===== src/rtl/car_motion_ctrl.sv =====
// Per-frame game logic for the VGA car demo: button sync, car position/velocity,
// lives and IDLE/RUN/CRASH/GAMEOVER sequencing. All outputs registered.
//
// state    | meaning
// ---------+-----------------------------------------------------------
// IDLE     | waiting for start; car parked at START_X
// RUN      | player steering; obstacle_hit costs a life
// CRASH    | car frozen and blinking for CRASH_FRAMES frames, then respawn
// GAMEOVER | no lives left; car shown steady-hidden until start
module car_motion_ctrl #(
    parameter int X_MIN        = 0,
    parameter int X_MAX        = 600,
    parameter int START_X      = 100,
    parameter int MAX_SPEED    = 6,
    parameter int CRASH_FRAMES = 64,
    parameter int LIVES_INIT   = 3
) (
    input  logic       clk,
    input  logic       rst_n,
    input  logic       frame_tick,
    input  logic       btn_left,
    input  logic       btn_right,
    input  logic       btn_start,
    input  logic       obstacle_hit,
    output logic [9:0] car_x,
    output logic [4:0] velocity,
    output logic [1:0] lives,
    output logic [1:0] state,
    output logic       flash
);

    typedef enum logic [1:0] {
        IDLE     = 2'd0,
        RUN      = 2'd1,
        CRASH    = 2'd2,
        GAMEOVER = 2'd3
    } state_t;

    localparam logic signed [10:0] X_MIN_S    = 11'(X_MIN);
    localparam logic signed [10:0] X_MAX_S    = 11'(X_MAX);
    localparam logic signed [5:0]  MAX_POS    = 6'(MAX_SPEED);
    localparam logic signed [5:0]  MAX_NEG    = -6'(MAX_SPEED);
    localparam logic [7:0]         CRASH_LAST = 8'(CRASH_FRAMES - 1);

    state_t             st;
    logic               left_s1, left_s2, right_s1, right_s2;
    logic               start_s1, start_s2, start_prev;
    logic               start_pending;
    logic               start_rise;
    logic               start_go;
    logic [7:0]         crash_cnt;
    logic [7:0]         crash_inc;
    logic signed [5:0]  dir;
    logic signed [5:0]  vel_ext;
    logic signed [5:0]  v_sum;
    logic signed [4:0]  v_new;
    logic signed [10:0] nx;

    assign state      = st;
    assign start_rise = start_s2 & ~start_prev;
    // A rise landing on the tick cycle itself still counts.
    assign start_go   = start_pending | start_rise;
    assign crash_inc  = crash_cnt + 8'd1;

    always_comb begin
        dir = 6'sd0;
        if (right_s2 && !left_s2)
            dir = 6'sd1;
        else if (left_s2 && !right_s2)
            dir = -6'sd1;
        vel_ext = {velocity[4], velocity};
        v_sum   = vel_ext + dir;
        v_new   = v_sum[4:0];
        if (dir == 6'sd0) begin
            if (vel_ext > 6'sd0)
                v_new = 5'(vel_ext - 6'sd1);
            else if (vel_ext < 6'sd0)
                v_new = 5'(vel_ext + 6'sd1);
            else
                v_new = 5'sd0;
        end else if (v_sum > MAX_POS) begin
            v_new = 5'(MAX_POS);
        end else if (v_sum < MAX_NEG) begin
            v_new = 5'(MAX_NEG);
        end
        nx = $signed({1'b0, car_x}) + $signed({{6{v_new[4]}}, v_new});
    end

    always_ff @(posedge clk) begin
        if (!rst_n) begin
            left_s1       <= 1'b0;
            left_s2       <= 1'b0;
            right_s1      <= 1'b0;
            right_s2      <= 1'b0;
            start_s1      <= 1'b0;
            start_s2      <= 1'b0;
            start_prev    <= 1'b0;
            start_pending <= 1'b0;
            crash_cnt     <= 8'd0;
            st            <= IDLE;
            car_x         <= 10'(START_X);
            velocity      <= 5'd0;
            lives         <= 2'(LIVES_INIT);
            flash         <= 1'b0;
        end else begin
            left_s1    <= btn_left;
            left_s2    <= left_s1;
            right_s1   <= btn_right;
            right_s2   <= right_s1;
            start_s1   <= btn_start;
            start_s2   <= start_s1;
            start_prev <= start_s2;

            if (frame_tick)
                start_pending <= 1'b0;
            else if (start_rise)
                start_pending <= 1'b1;

            if (frame_tick) begin
                case (st)
                    IDLE: begin
                        car_x    <= 10'(START_X);
                        velocity <= 5'd0;
                        flash    <= 1'b0;
                        if (start_go) begin
                            st    <= RUN;
                            lives <= 2'(LIVES_INIT);
                        end
                    end
                    RUN: begin
                        if (obstacle_hit) begin
                            if (lives != 2'd0)
                                lives <= lives - 2'd1;
                            if (lives <= 2'd1) begin
                                st    <= GAMEOVER;
                                flash <= 1'b1;
                            end else begin
                                st        <= CRASH;
                                crash_cnt <= 8'd0;
                            end
                        end else if (nx < X_MIN_S) begin
                            car_x    <= 10'(X_MIN);
                            velocity <= 5'd0;
                        end else if (nx > X_MAX_S) begin
                            car_x    <= 10'(X_MAX);
                            velocity <= 5'd0;
                        end else begin
                            car_x    <= nx[9:0];
                            velocity <= v_new;
                        end
                    end
                    CRASH: begin
                        if (crash_cnt == CRASH_LAST) begin
                            st       <= RUN;
                            car_x    <= 10'(START_X);
                            velocity <= 5'd0;
                            flash    <= 1'b0;
                        end else begin
                            crash_cnt <= crash_inc;
                            flash     <= crash_inc[3];
                        end
                    end
                    GAMEOVER: begin
                        flash <= 1'b1;
                        if (start_go) begin
                            st       <= IDLE;
                            car_x    <= 10'(START_X);
                            velocity <= 5'd0;
                            flash    <= 1'b0;
                        end
                    end
                    default: st <= IDLE;
                endcase
            end
        end
    end

endmodule


===== config.mk =====
export PLATFORM = sky130hd
export DESIGN_NAME = car_motion_ctrl
export DESIGN_NICKNAME = d
export VERILOG_FILES = /design/src/rtl/car_motion_ctrl.sv
export SDC_FILE = /design/constraint.sdc
export NUM_CORES = 1
export LEC_CHECK = 0
export BUFFER_PORTS_ARGS = -buffer_cell sky130_fd_sc_hd__buf_2
export CELL_PAD_IN_SITES_DETAIL_PLACEMENT = 2
export CELL_PAD_IN_SITES_GLOBAL_PLACEMENT = 2
export CORE_ASPECT_RATIO = 0.5
export CORE_MARGIN = 1
export CORE_UTILIZATION = 36
export DETAILED_ROUTE_END_ITERATION = 7
export PLACE_DENSITY_LB_ADDON = 0.1
export SLEW_MARGIN = 20
export SYNTH_ARGS = -nofsm -noshare
export SYNTH_HDL_FRONTEND = slang
export SYNTH_SLANG_ARGS = --single-unit

===== constraint.sdc =====
create_clock -name clk -period 6.3 [get_ports clk]
set_clock_uncertainty 0.1 [all_clocks]
set_input_delay 0.315 -clock clk [delete_from_list [all_inputs] [get_ports clk]]
set_output_delay 0.315 -clock clk [all_outputs]
set_load 0.02 [all_outputs]

# Yosys cells after proc, flatten, opt, wreduce, memory -nomap -nowiden
# Index checks and enable logic that the tools add are counted.
[totals]
register_bits = 36
in_bits = 7
out_inout_bits = 20
wordCells = 97
[classes]
n_addsub = 6
magnitude_cmp = 7
n_eq_ne = 13
muxes = 38
bitwise_logic = 4
reduce_logical = 15
[op_table]
columns = ["op", "n"]
rows = [
  ["$mux 10", 5],
  ["$mux 5", 10],
  ["$pmux 10 s4", 1],
  ["$mux 8", 3],
  ["$pmux 5 s4", 1],
  ["$ne 2x2->1 const B", 9],
  ["$pmux 8 s2", 1],
  ["$reduce_and 5->1", 3],
  ["$mux 2", 7],
  ["$mux 6", 2],
  ["$add 11x5->11", 1],
  ["$gt 11x11->1 const B", 1],
  ["$lt 11x1->1 const B", 1],
  ["$add 8x1->8 const B", 1],
  ["$eq 8x6->1 const B", 1],
  ["$pmux 2 s4", 1],
  ["$add 5x6->6", 1],
  ["$gt 6x4->1 const B", 1],
  ["$logic_not 6->1", 1],
  ["$lt 6x4->1 const B", 1],
  ["$reduce_bool 2->1", 3],
  ["$add 5x2->5 const B", 1],
  ["$gt 5x1->1 const B", 1],
  ["$lt 5x1->1 const B", 1],
  ["17 further kinds", 25],
]

# Depth between registers and ports, before layout
# Gate-level depths: netlist of run 1.
[depth]
word_depth = 15
depth_mapped = 20
ltp_nobuf = 19

# Worst setup path after synthesis of run 1
# No wires, ideal clock.
[synth_path]
path_kind = "register -> register"
startpoint = "reg right_s2"
endpoint = "reg velocity[1]"
arrival_time_ns = 4.376
path_slack_ns = 1.706
path_stages_with_launch = 21
path_buffers = 1
path_cell_list = "dfxtp_1 > inv_1 > ha_1 > inv_1 > ha_1 > ha_1 > a41oi_2 > o311ai_2 > xnor2_1 > nor4_1 > a221o_1 > ha_1 > fa_1 > nand3_1 > nand2_1 > a2111oi_4 > o211ai_2 > a31oi_2 > and3b_1 > buf_6 > a32o_1"
[synth_via]
elab_chain_cells = 15
[synth_rtl]
columns = ["item", "line", "text"]
rows = [
  ["start, declared", "46", "logic left_s1, left_s2, right_s1, right_s2;"],
  ["start signal, assigned", "109", "right_s2 <= right_s1;"],
  ["$logic_not 1->1", "69", "else if (left_s2 && !right_s2)"],
  ["$logic_and 1x1->1", "69", ""],
  ["$mux 6", "69", ""],
  ["$mux 6 *", "67", "if (right_s2 && !left_s2)"],
  ["$add 5x6->6", "72", "v_sum = vel_ext + dir;"],
  ["$lt 6x4->1", "83", "end else if (v_sum < MAX_NEG) begin"],
  ["$mux 5", "83", ""],
  ["$mux 5", "81", "end else if (v_sum > MAX_POS) begin"],
  ["$mux 5 *", "74", "if (dir == 6'sd0) begin"],
  ["$add 11x5->11", "86", "nx = $signed({1'b0, car_x}) + $signed({{6{v_new[4]}}, v_new});"],
  ["$gt 11x11->1", "144", "end else if (nx > X_MAX_S) begin"],
  ["$mux 5", "144", ""],
  ["$mux 5 *", "141", "end else if (nx < X_MIN_S) begin"],
  ["$mux 5 *", "131", "if (obstacle_hit) begin"],
  ["$pmux 5 s4 *", "120", "case (st)"],
  ["end signal, assigned", "149", "velocity <= v_new;"],
  ["end, declared", "26", "output logic [4:0] velocity,"],
]
# Mark *: on every way between the ends. The rest lies on a longest branch, timed or not. The select of a mux whose other input is x is not followed.
# A chain may end at the register's enable or synchronous reset.

# Worst setup path in the final report of run 1
# Same ends and word-level chain as after synthesis.

==> run summary, run 1 <==
Number of routed nets with antenna violations = 0
Area added between synthesis and finish = 11.4%
Startpoint types = flop
Die extent in y = 62.6 um
Num CTS Buffers = 5
First drt pass iteration count = 4
Detail-routed net length per standard cell = 16.7 um
Tmin final = 5.10 ns
Combinational share of power = 16.0%
Clock power share = 42.8%
Synthesized flop and latch total = 36
Cell taking the most area after synthesis = dfxtp_1
Initial antenna violation count = 0
Yosys cell types = 76
Design Area, Final = 2950 sq um
First-pass GRT wire length = 12.0 mm
Layout cell share with drive strength beyond 1 = 15.9%
Pint = 425 uW
Synth top area share = 27.2%
PwrDens = 193 nW/um^2
Status = completed
Clock Sinks = 36
Delay of the slowest critical-path stage = 0.42 ns
Crit-path max FO = 6
Vias per std cell = 5.61
Core area = 6880 sq um
Ports = 27
Syn Inst Count = 310
Count of input and output buffers = 26
Leak pwr = 1.24 nW
Clock Tree Buf Depth = 2
TritonCTS clock tree = yes
Max Freq = 196 MHz
Crit Path Category = reg2reg
Placed cell area = 2800 sq um
Synth top area cells = dfxtp_1 27%, ha_1 9.9%, xor2_1 4.3%
CP Capture Type = flop
Die area = 7710 sq um
Switching share of power = 25.3%
Final GP Congestion = 0.884
Core Rows = 21
Grt ovf = 0
Number of global-route vias before repair = 2,459
Critical path arrival = 5.16 ns
Syn avg cell area = 8.53 sq um
Reg power frac = 41.2%
FF-to-FF setup slack = 1.20 ns
Synthesis warning total = 0
Cell area after synthesis = 2650 sq um
Setup TNS = 0 ns
Sequential area share after synthesis = 27.2%
Setup bufs post-CTS = 0
Clock transition at the registers of the reported paths = 0.05 ns
DP HPWL = 5.54 mm
Placed Cells = 412
Count of final setup violators = 0
Via count of the routed design = 2,357
EDFF count, synth = 0
# resized after CTS = 0
Syn Nets = 339
Final wirelength = 7.03 mm
Clk Latency, worst-skew pair = 0.27 ns
Die W = 123 um
Tightest Hold Check Type = in2reg
Final period util = 81.0%
Async set-or-reset flop fraction in the synthesized netlist = 0%
Synth Flop Type = dfxtp_1
Slowest CP cell = nor4_1
Critical Path RT = 6.36 ns
Critical-path cell list = inv_1, ha_1, inv_1, ha_1, ha_1, a41oi_2, o311ai_2, xnor2_1, nor4_1, o21bai_1, and2_1, ha_1, a21oi_1, o211ai_1, a41oi_1, xor2_1, a31oi_2, and3b_1, a32o_1
Final core occ = 42.8%
# hold bufs at CTS = 0
Max-Cap Viols = 0
Nets = 356
Root Buffer = clkbuf_16
Rel. slew slack = 35.2%
All-Layer GR Usage = 19.4%
Psw = 143 uW
Finished Layout Cells = 420
Worst-margin pin slew = 0.962 ns
Worst vdd ir = 0.0967 mV
Fin. Hold Viols = 0
Initial core utilization = 38.4%
RSZ-0062 raised after global routing = no
1st-iter DRT viols = 54
Largest net degree at the start of global routing = 21
CTS HTree Levels = 2
Most common cell after layout, fill and taps aside = dfxtp_1
Max-slew violation count = 0
Ant diodes = 0
Commonest cells after routing, fill and taps aside = 36 x dfxtp_1, 26 x buf_2, 23 x nand2_1
Drt drc = 0
Most used cell, CP = ha_1
-- per-stage QoR --
stage	power [mW]	setup slack, ns	hold slack, ns
floorplan	0.308	1.71	0.312
global placement	0.325	1.46	0.313
detailed placement	0.329	1.21	0.325
CTS	0.578	1.21	0.144
global route	0.599	0.847	0.159
finish	0.568	1.20	0.150
-- cell families after synthesis --
family / count (synthesis) / synth area share [%]
AO/OA/AOI/OAI: 89 / 25.9
XOR/XNOR: 22 / 7.57
adder cells (fa/ha/maj): 22 / 10.7
buffers and inverters: 34 / 5.91
flip-flops: 36 / 27.2
multiplexers: 2 / 0.757
AND/OR/NAND/NOR: 105 / 21.9
-- flip-flops by register name, indices dropped and copies added, names as in the netlist --
name           flops
left_s1            1
lives              2
flash              1
start_s2           1
left_s2            1
velocity           5
start_s1           1
right_s1           1
car_x             10
state              2
start_prev         1
start_pending      1
right_s2           1
crash_cnt          8
-- area by class of cell --
type	count	area [sq um]
Clock buffer	8	146
Fill cell	760	3940
Inverter	18	67.6
Multi-Input combinational cell	240	1770
Sequential cell	36	721
Tap cell	92	115
Timing Repair Buffer	26	130
-- metal layers --
layer  track usage (%)  wire length, um  vias up
li1                  -                -     1157
met1              24.3             3380     1174
met2              35.1             3490       22
met3              3.65              137        4
met4              2.56               25        0
met5                 0                0        -
-- path summary, 6_finish.rpt --
check | endpoint | depth (start not counted) | startpoint
worst max-delay path | velocity[1] | 19 | right_s2
worst min-delay path | right_s1 | 2 | btn_right
worst max register to register | velocity[1] | 19 | right_s2
worst min register to register | start_s2 | 1 | start_s1
-- critical path: cells and delay by family (launching register included) --
family,cells,cell delay (ns)
buffers and inverters,2,0.18
flip-flops,1,0.30
adder cells (fa/ha/maj),4,1.14
XOR/XNOR,2,0.38
AND/OR/NAND/NOR,3,0.94
AO/OA/AOI/OAI,8,1.93
-- power by group through the flow --
stage	registers (mW)	logic, mW	clock network [mW]
floorplan	0.239	0.0685	0
detailed placement	0.239	0.0904	0
global route	0.234	0.101	0.264
CTS	0.234	0.0913	0.252
finish	0.234	0.0909	0.243
global placement	0.239	0.0862	0
-- cells in the mapped netlist, drive strengths merged (4+ instances only) --
library cell and count:
a21oi 19, inv 18, nor2 20, nand2 23, nand3 10, buf 8, o21ai 18, or3 4
xor2 13, xnor2 9, a21boi 5, nand2b 4, and2 11, dfxtp 36, a22o 5, and3 7
nor3 4, ha 21, clkbuf 8
(Power assumes the default switching activity.)
==> run 2: changes to the inputs <==
--- a/config.mk
+++ b/config.mk
@@ -5,12 +5,13 @@
 export SDC_FILE = /design/constraint.sdc
 export NUM_CORES = 1
 export LEC_CHECK = 0
+export ABC_AREA = 1
 export BUFFER_PORTS_ARGS = -buffer_cell sky130_fd_sc_hd__buf_2
 export CELL_PAD_IN_SITES_DETAIL_PLACEMENT = 2
 export CELL_PAD_IN_SITES_GLOBAL_PLACEMENT = 2
 export CORE_ASPECT_RATIO = 0.5
 export CORE_MARGIN = 1
-export CORE_UTILIZATION = 36
+export CORE_UTILIZATION = 29
 export DETAILED_ROUTE_END_ITERATION = 7
 export PLACE_DENSITY_LB_ADDON = 0.1
 export SLEW_MARGIN = 20
==> constraint.sdc (replaced) <==
create_clock -name clk -period 4.5 [get_ports clk]
set_clock_uncertainty 0.1 [all_clocks]
set_input_delay 0.225 -clock clk [delete_from_list [all_inputs] [get_ports clk]]
set_output_delay 0.225 -clock clk [all_outputs]
set_load 0.02 [all_outputs]
==> run 2 against run 1 <==
Compared with the run above: final cell count increased by 37%; global-route usage shrank 0.54 points; sequential power is 52% higher; via count increased by 23%; non-clock buffer count increased by 2; sequential cell count stayed put; largest power group unchanged; highest routed layer unchanged; count of clock-buffer cells in the layout is 1 lower; worst setup slack worse by 0.90 ns.
==> run summary, run 2 <==
Worst Hold Launch = btn_start
Max-slew violation count = 0
PwrDens = 310 nW/um^2
1st-iter DRT viols = 51
Reg with most FFs = car_x
Kind of cell adding the most delay to the critical path = simple AND/OR/NAND/NOR gates
Cell area after synthesis = 2780 sq um
Number of routed nets with antenna violations = 0
Setup TNS = 0 ns
FF-to-FF setup slack = 0.30 ns
Final Hold Slack = 0.0316 ns
Final core occ = 35.8%
Slowest CP cell = fa_2
Number of global-route vias before repair = 3,125
Placed cell area = 3010 sq um
Async set-or-reset flop fraction in the synthesized netlist = 0%
Yosys cell types = 36
First-pass GRT wire length = 15.0 mm
Syn Inst Count = 432
Delay of the slowest critical-path stage = 0.45 ns
Core area = 9010 sq um
Synthesized flop and latch total = 36
Max-Cap Viols = 0
Count of input and output buffers = 26
R2R Path Start = right_s2
Ports = 27
Worst vdd ir = 0.155 mV
Crit-path max FO = 7
# hold bufs at CTS = 0
Largest net degree at the start of global routing = 18
Tightest Hold Check Type = in2reg
Drt drc = 0
Crit Path Category = reg2reg
Crit path buf inv count = 5
Detail-routed net length per standard cell = 16.1 um
Sequential area share after synthesis = 25.9%
TritonCTS clock tree = yes
Initial antenna violation count = 0
Die W = 141 um
Ant diodes = 0
Rel. slew slack = 47.6%
Num CTS Buffers = 5
Synthesis warning total = 0
Nets = 489
Final GP Congestion = 0.857
Synth top area cells = dfxtp_1 26%, nand2_1 16%, inv_1 9.6%
Critical path arrival = 4.29 ns
EDFF count, synth = 0
All-Layer GR Usage = 18.8%
Via count of the routed design = 2,895
Count of final setup violators = 0
Clock transition at the registers of the reported paths = 0.06 ns
Fin. Hold Viols = 0
Synth top cells by count = 121 x nand2_1, 71 x inv_1, 36 x dfxtp_1
CTS HTree Levels = 2
Core Rows = 24
Final wirelength = 9.26 mm
Syn Nets = 461
CP Capture Type = flop
Synth top area share = 25.9%
Area added between synthesis and finish = 15.8%
Min-Delay Path Depth = 3
Root Buffer = clkbuf_16
Clock Tree Buf Depth = 2
Top-count cell post-synth = nand2_1
Syn avg cell area = 6.44 sq um
Synth Flop Type = dfxtp_1
Most common cell after layout, fill and taps aside = nand2_1
Startpoint types = flop
Vias per std cell = 5.02
Largest regs = car_x: 10 flops, crash_cnt: 8 flops, velocity: 5 flops
Status = completed
Number of flip-flops in the largest register = 10
Clk Latency, worst-skew pair = 0.28 ns
Die extent in y = 71.3 um
R2R cell count = 27
DP HPWL = 7.39 mm
Grt ovf = 0
Layout cell share with drive strength beyond 1 = 15.4%
Clock Sinks = 36
FF-to-FF End = car_x[8]
Most used cell, CP = nand2_1
Design Area, Final = 3220 sq um
Hold Path End = start_s1
Cell taking the most area after synthesis = dfxtp_1
Worst-margin pin slew = 0.786 ns
Max Freq = 238 MHz
Critical Path RT = 4.59 ns
Leak pwr = 1.58 nW
Die area = 10,000 sq um
Initial core utilization = 30.9%
Tmin final = 4.20 ns
Final period util = 93.3%
First drt pass iteration count = 4
Crit path depth = 27
Commonest cells after routing, fill and taps aside = 121 x nand2_1, 71 x inv_1, 36 x dfxtp_1
[run 2: logic make-up after synthesis]
kind of cell	Yosys count	synth area share (%)
simple gates	218	35.4
buf+inv	84	12.6
compound gates	65	13.7
flops	36	25.9
fa+ha+maj	22	10.2
xor+xnor	7	2.20
[run 2: worst max path at each step]
stage	startpoint	endpoint	slack, ns
after floorplan	right_s2	velocity[0]	0.81
after global placement	right_s2	car_x[8]	0.38
after detailed placement	right_s2	car_x[8]	-0.05
after CTS	right_s2	car_x[8]	0.04
after global routing	right_s2	car_x[3]	-0.04
final	right_s2	car_x[8]	0.30
[run 2: timing repair]
action                     in CTS  in global routing
buffers inserted                0                  0
setup endpoints to repair      11                 15
cloned                          0                  1
pin swaps                       0                  2
gates resized for setup         1                 10
[run 2: power breakdown]
| group | internal, mW | switching (mW) | leakage, nW | total [mW] |
|---|---|---|---|---|
| Combinational | 0.0848 | 0.188 | 1.21 | 0.273 |
| Sequential | 0.338 | 0.0179 | 0.293 | 0.356 |
| Clock | 0.233 | 0.136 | 0.0760 | 0.369 |
| Total | 0.655 | 0.342 | 1.58 | 0.997 |
[run 2: through the flow]
| stage | total power, mW | setup WS [ns] | cells |
|---|---|---|---|
| floorplan | 0.547 | 0.809 | 432 |
| global placement | 0.609 | 0.379 | 569 |
| detailed placement | 0.622 | -0.0528 | 569 |
| CTS | 0.993 | 0.0362 | 576 |
| global route | 1.06 | -0.0352 | 577 |
| finish | 0.997 | 0.301 | 577 |
[run 2: layout make-up]
class,instances,area [sq um]
multi-input combinational,313,1770
timing repair buffer,28,145
fill,1118,5790
clock buffer,7,153
sequential,36,721
inverter,76,288
tap,117,146
[run 2: routing by layer]
layer  track usage [%]  part of all wire [%]
met1              22.3                    46
met2              36.4                    51
met3              3.94                   2.9
met4              2.17                  0.76
met5                 0                     0
[run 2: worst reg2reg max path: cells and delay by family, from the launching register on]
kind	cells	cell delay (ns)
simple gates	14	1.44
flops	1	0.31
compound gates	3	0.43
fa+ha+maj	5	1.44
buf+inv	5	0.41
==> run 3: changes to the inputs <==
--- a/config.mk
+++ b/config.mk
@@ -5,13 +5,12 @@
 export SDC_FILE = /design/constraint.sdc
 export NUM_CORES = 1
 export LEC_CHECK = 0
-export ABC_AREA = 1
 export BUFFER_PORTS_ARGS = -buffer_cell sky130_fd_sc_hd__buf_2
 export CELL_PAD_IN_SITES_DETAIL_PLACEMENT = 2
 export CELL_PAD_IN_SITES_GLOBAL_PLACEMENT = 2
 export CORE_ASPECT_RATIO = 0.5
 export CORE_MARGIN = 1
-export CORE_UTILIZATION = 29
+export CORE_UTILIZATION = 33
 export DETAILED_ROUTE_END_ITERATION = 7
 export PLACE_DENSITY_LB_ADDON = 0.1
 export SLEW_MARGIN = 20
==> run 3 against run 2 <==
Compared with the run above: the run now ends with negative setup slack left; first-iteration DRC count is 67% higher; fmax is 8.1% lower; die area is 16% lower; core utilization up 9.8 points; critical path depth fell by 7; sequential share of layout area shrank 1.4 points; wire length decreased by 4.2%; global-route usage is 1.6 points higher; cell area increased by 6.8%; non-clock buffer count increased by 24; largest power group unchanged.
==> run summary, run 3 (synthesized netlist as in run 1, its figures left out) <==
Root Buffer = clkbuf_16
Initial antenna violation count = 0
Core area = 7540 sq um
Final GP Congestion = 0.840
Worst-margin pin slew = 0.898 ns
Final period util = 102%
FF-to-FF setup slack = -0.07 ns
Final setup margin = -0.0709 ns
Clk Latency, worst-skew pair = 0.28 ns
1st-iter DRT viols = 85
Worst Hold Launch = btn_left
Die W = 129 um
Nets = 382
Slowest CP cell = fa_2
Status = complete, but fails checks
Rel. slew slack = 39.5%
Grt ovf = 0
Vias per std cell = 5.45
Clock Sinks = 36
CP Capture Type = flop
Largest net degree at the start of global routing = 21
Tightest Hold Check Type = in2reg
Via count of the routed design = 2,516
Tot Pwr = 852 uW
Hold Path End = left_s1
DP HPWL = 6.04 mm
Most used cell, CP = ha_4
Reg with most FFs = car_x
Layout cell share with drive strength beyond 1 = 32.5%
FF-to-FF End = velocity[2]
Die area = 8400 sq um
Worst vdd ir = 0.142 mV
Fill count = 816
Max-Cap Viols = 0
Core Rows = 22
Max Freq = 219 MHz
Crit-path max FO = 6
Most common cell after layout, fill and taps aside = dfxtp_1
Detail-routed net length per standard cell = 19.2 um
Count of final setup violators = 7
First-pass GRT wire length = 13.4 mm
Clock Tree Buf Depth = 2
Num CTS Buffers = 5
All-Layer GR Usage = 20.4%
Ports = 27
Crit Path Category = reg2reg
Initial core utilization = 35.1%
CTS HTree Levels = 2
Fin. Hold Viols = 0
Tmin final = 4.57 ns
PwrDens = 248 nW/um^2
Drt drc = 0
TritonCTS clock tree = yes
Number of global-route vias before repair = 2,702
Largest regs = car_x: 10 flops, crash_cnt: 8 flops, velocity: 5 flops
Min-Delay Path Depth = 2
Failing checks = negative setup slack
Max-slew violation count = 0
First drt pass iteration count = 4
Critical Path RT = 4.57 ns
Final wirelength = 8.88 mm
R2R cell count = 20
Commonest cells after routing, fill and taps aside = 35 x dfxtp_1, 26 x buf_2, 25 x buf_4
Critical path arrival = 4.64 ns
Final Hold Slack = 0.0611 ns
Count of input and output buffers = 26
Startpoint types = flop
Number of flip-flops in the largest register = 10
Area added between synthesis and finish = 30.0%
Clock transition at the registers of the reported paths = 0.06 ns
Critical-path cell list = inv_2, ha_4, inv_4, ha_4, ha_4, buf_4, o311ai_4, xnor2_2, nor4_4, buf_4, o21bai_1, and2_4, fa_2, xnor2_2, a32o_2, a2111oi_4, o211ai_2, a31oi_2, and3b_2, a22o_2
Leak pwr = 1.44 nW
Die extent in y = 65.3 um
Ant diodes = 0
Number of routed nets with antenna violations = 0
Delay of the slowest critical-path stage = 0.41 ns
RSZ-0062 raised after global routing = yes
R2R Path Start = right_s2
==> run 3: changes by cell type in the layout (fill, tap and decap cells not counted), moves of 5 or more <==
cell     before  now
nand2_1     121   22
inv_1        71   15
nand3_1      32    7
buf_4         2   25
a21oi_1      33   15
and2_1        0    8
nor2_1       27   19
nand2_2       8    1
and3_1        0    6
nor3_1        8    3
==> run 3: critical path, delay by kind of cell (launching register included) <==
kind	cells	cell delay (ns)
AOI/OAI and AO/OA	7	1.46
xor gates and xnor gates	2	0.36
adders and majority gates	4	1.03
buffers and inverters	4	0.39
DFF	1	0.32
and+or+nand+nor	3	0.82
==> run 3: through the flow <==
stage	instances	utilization [%]	setup WS, ns	TNS, ns	instance area [sq um]
finish	462	45.6	-0.0709	-0.309	3440
detailed placement	442	39.1	-0.292	-1.92	2950
CTS	457	42.7	-0.0281	-0.108	3220
floorplan	310	-	0.00940	0	2670
global placement	442	39.1	0.0181	0	2950
global route	462	45.6	-0.257	-2.03	3440
==> run 3: per-layer routing <==
metal / global-route usage (%) / share of wire, % / up-vias
met1: 24.3 / 45 / 1256
met3: 3.66 / 2.5 / 14
met4: 3.97 / 1.7 / 0
li1: - / - / 1209
met5: 0 / 0 / -
met2: 38.7 / 51 / 37
==> run 3: worst max path at each step <==
stage              from     endpoint  slack [ns]  cells past startpoint
2_1_floorplan  right_s2  velocity[1]       0.009                     20
3_3_place_gp   right_s2  velocity[1]        0.02                     19
3_5_place_dp   right_s2  velocity[1]       -0.29                     19
4_1_cts        right_s2  velocity[1]       -0.03                     20
5_1_grt        right_s2  velocity[1]       -0.26                     20
6_report       right_s2  velocity[2]       -0.07                     20
==> run 3: final cells by class <==
class	instances	area [sq um]	area share (%)
Sequential cell	36	722	21.0
Timing Repair Buffer	52	329	9.57
Clock buffer	8	146	4.26
Tap cell	108	135	3.93
Inverter	18	70.1	2.04
Multi-Input combinational cell	240	2040	59.2
==> run 3: repair_timing <==
| action | CTS | global route |
|---|---|---|
| endpoints found under the setup margin | 13 | 15 |
| gates resized for setup | 17 | 30 |
| hold buffers | 0 | 0 |
| setup buffers | 7 | 5 |
| pin swaps | 16 | 17 |
==> run 3: where the power goes <==
group | total [mW] | switching (mW) | internal [mW]
Combinational | 0.173 | 0.0967 | 0.0760
Clock | 0.352 | 0.131 | 0.221
Sequential | 0.328 | 0.00401 | 0.324
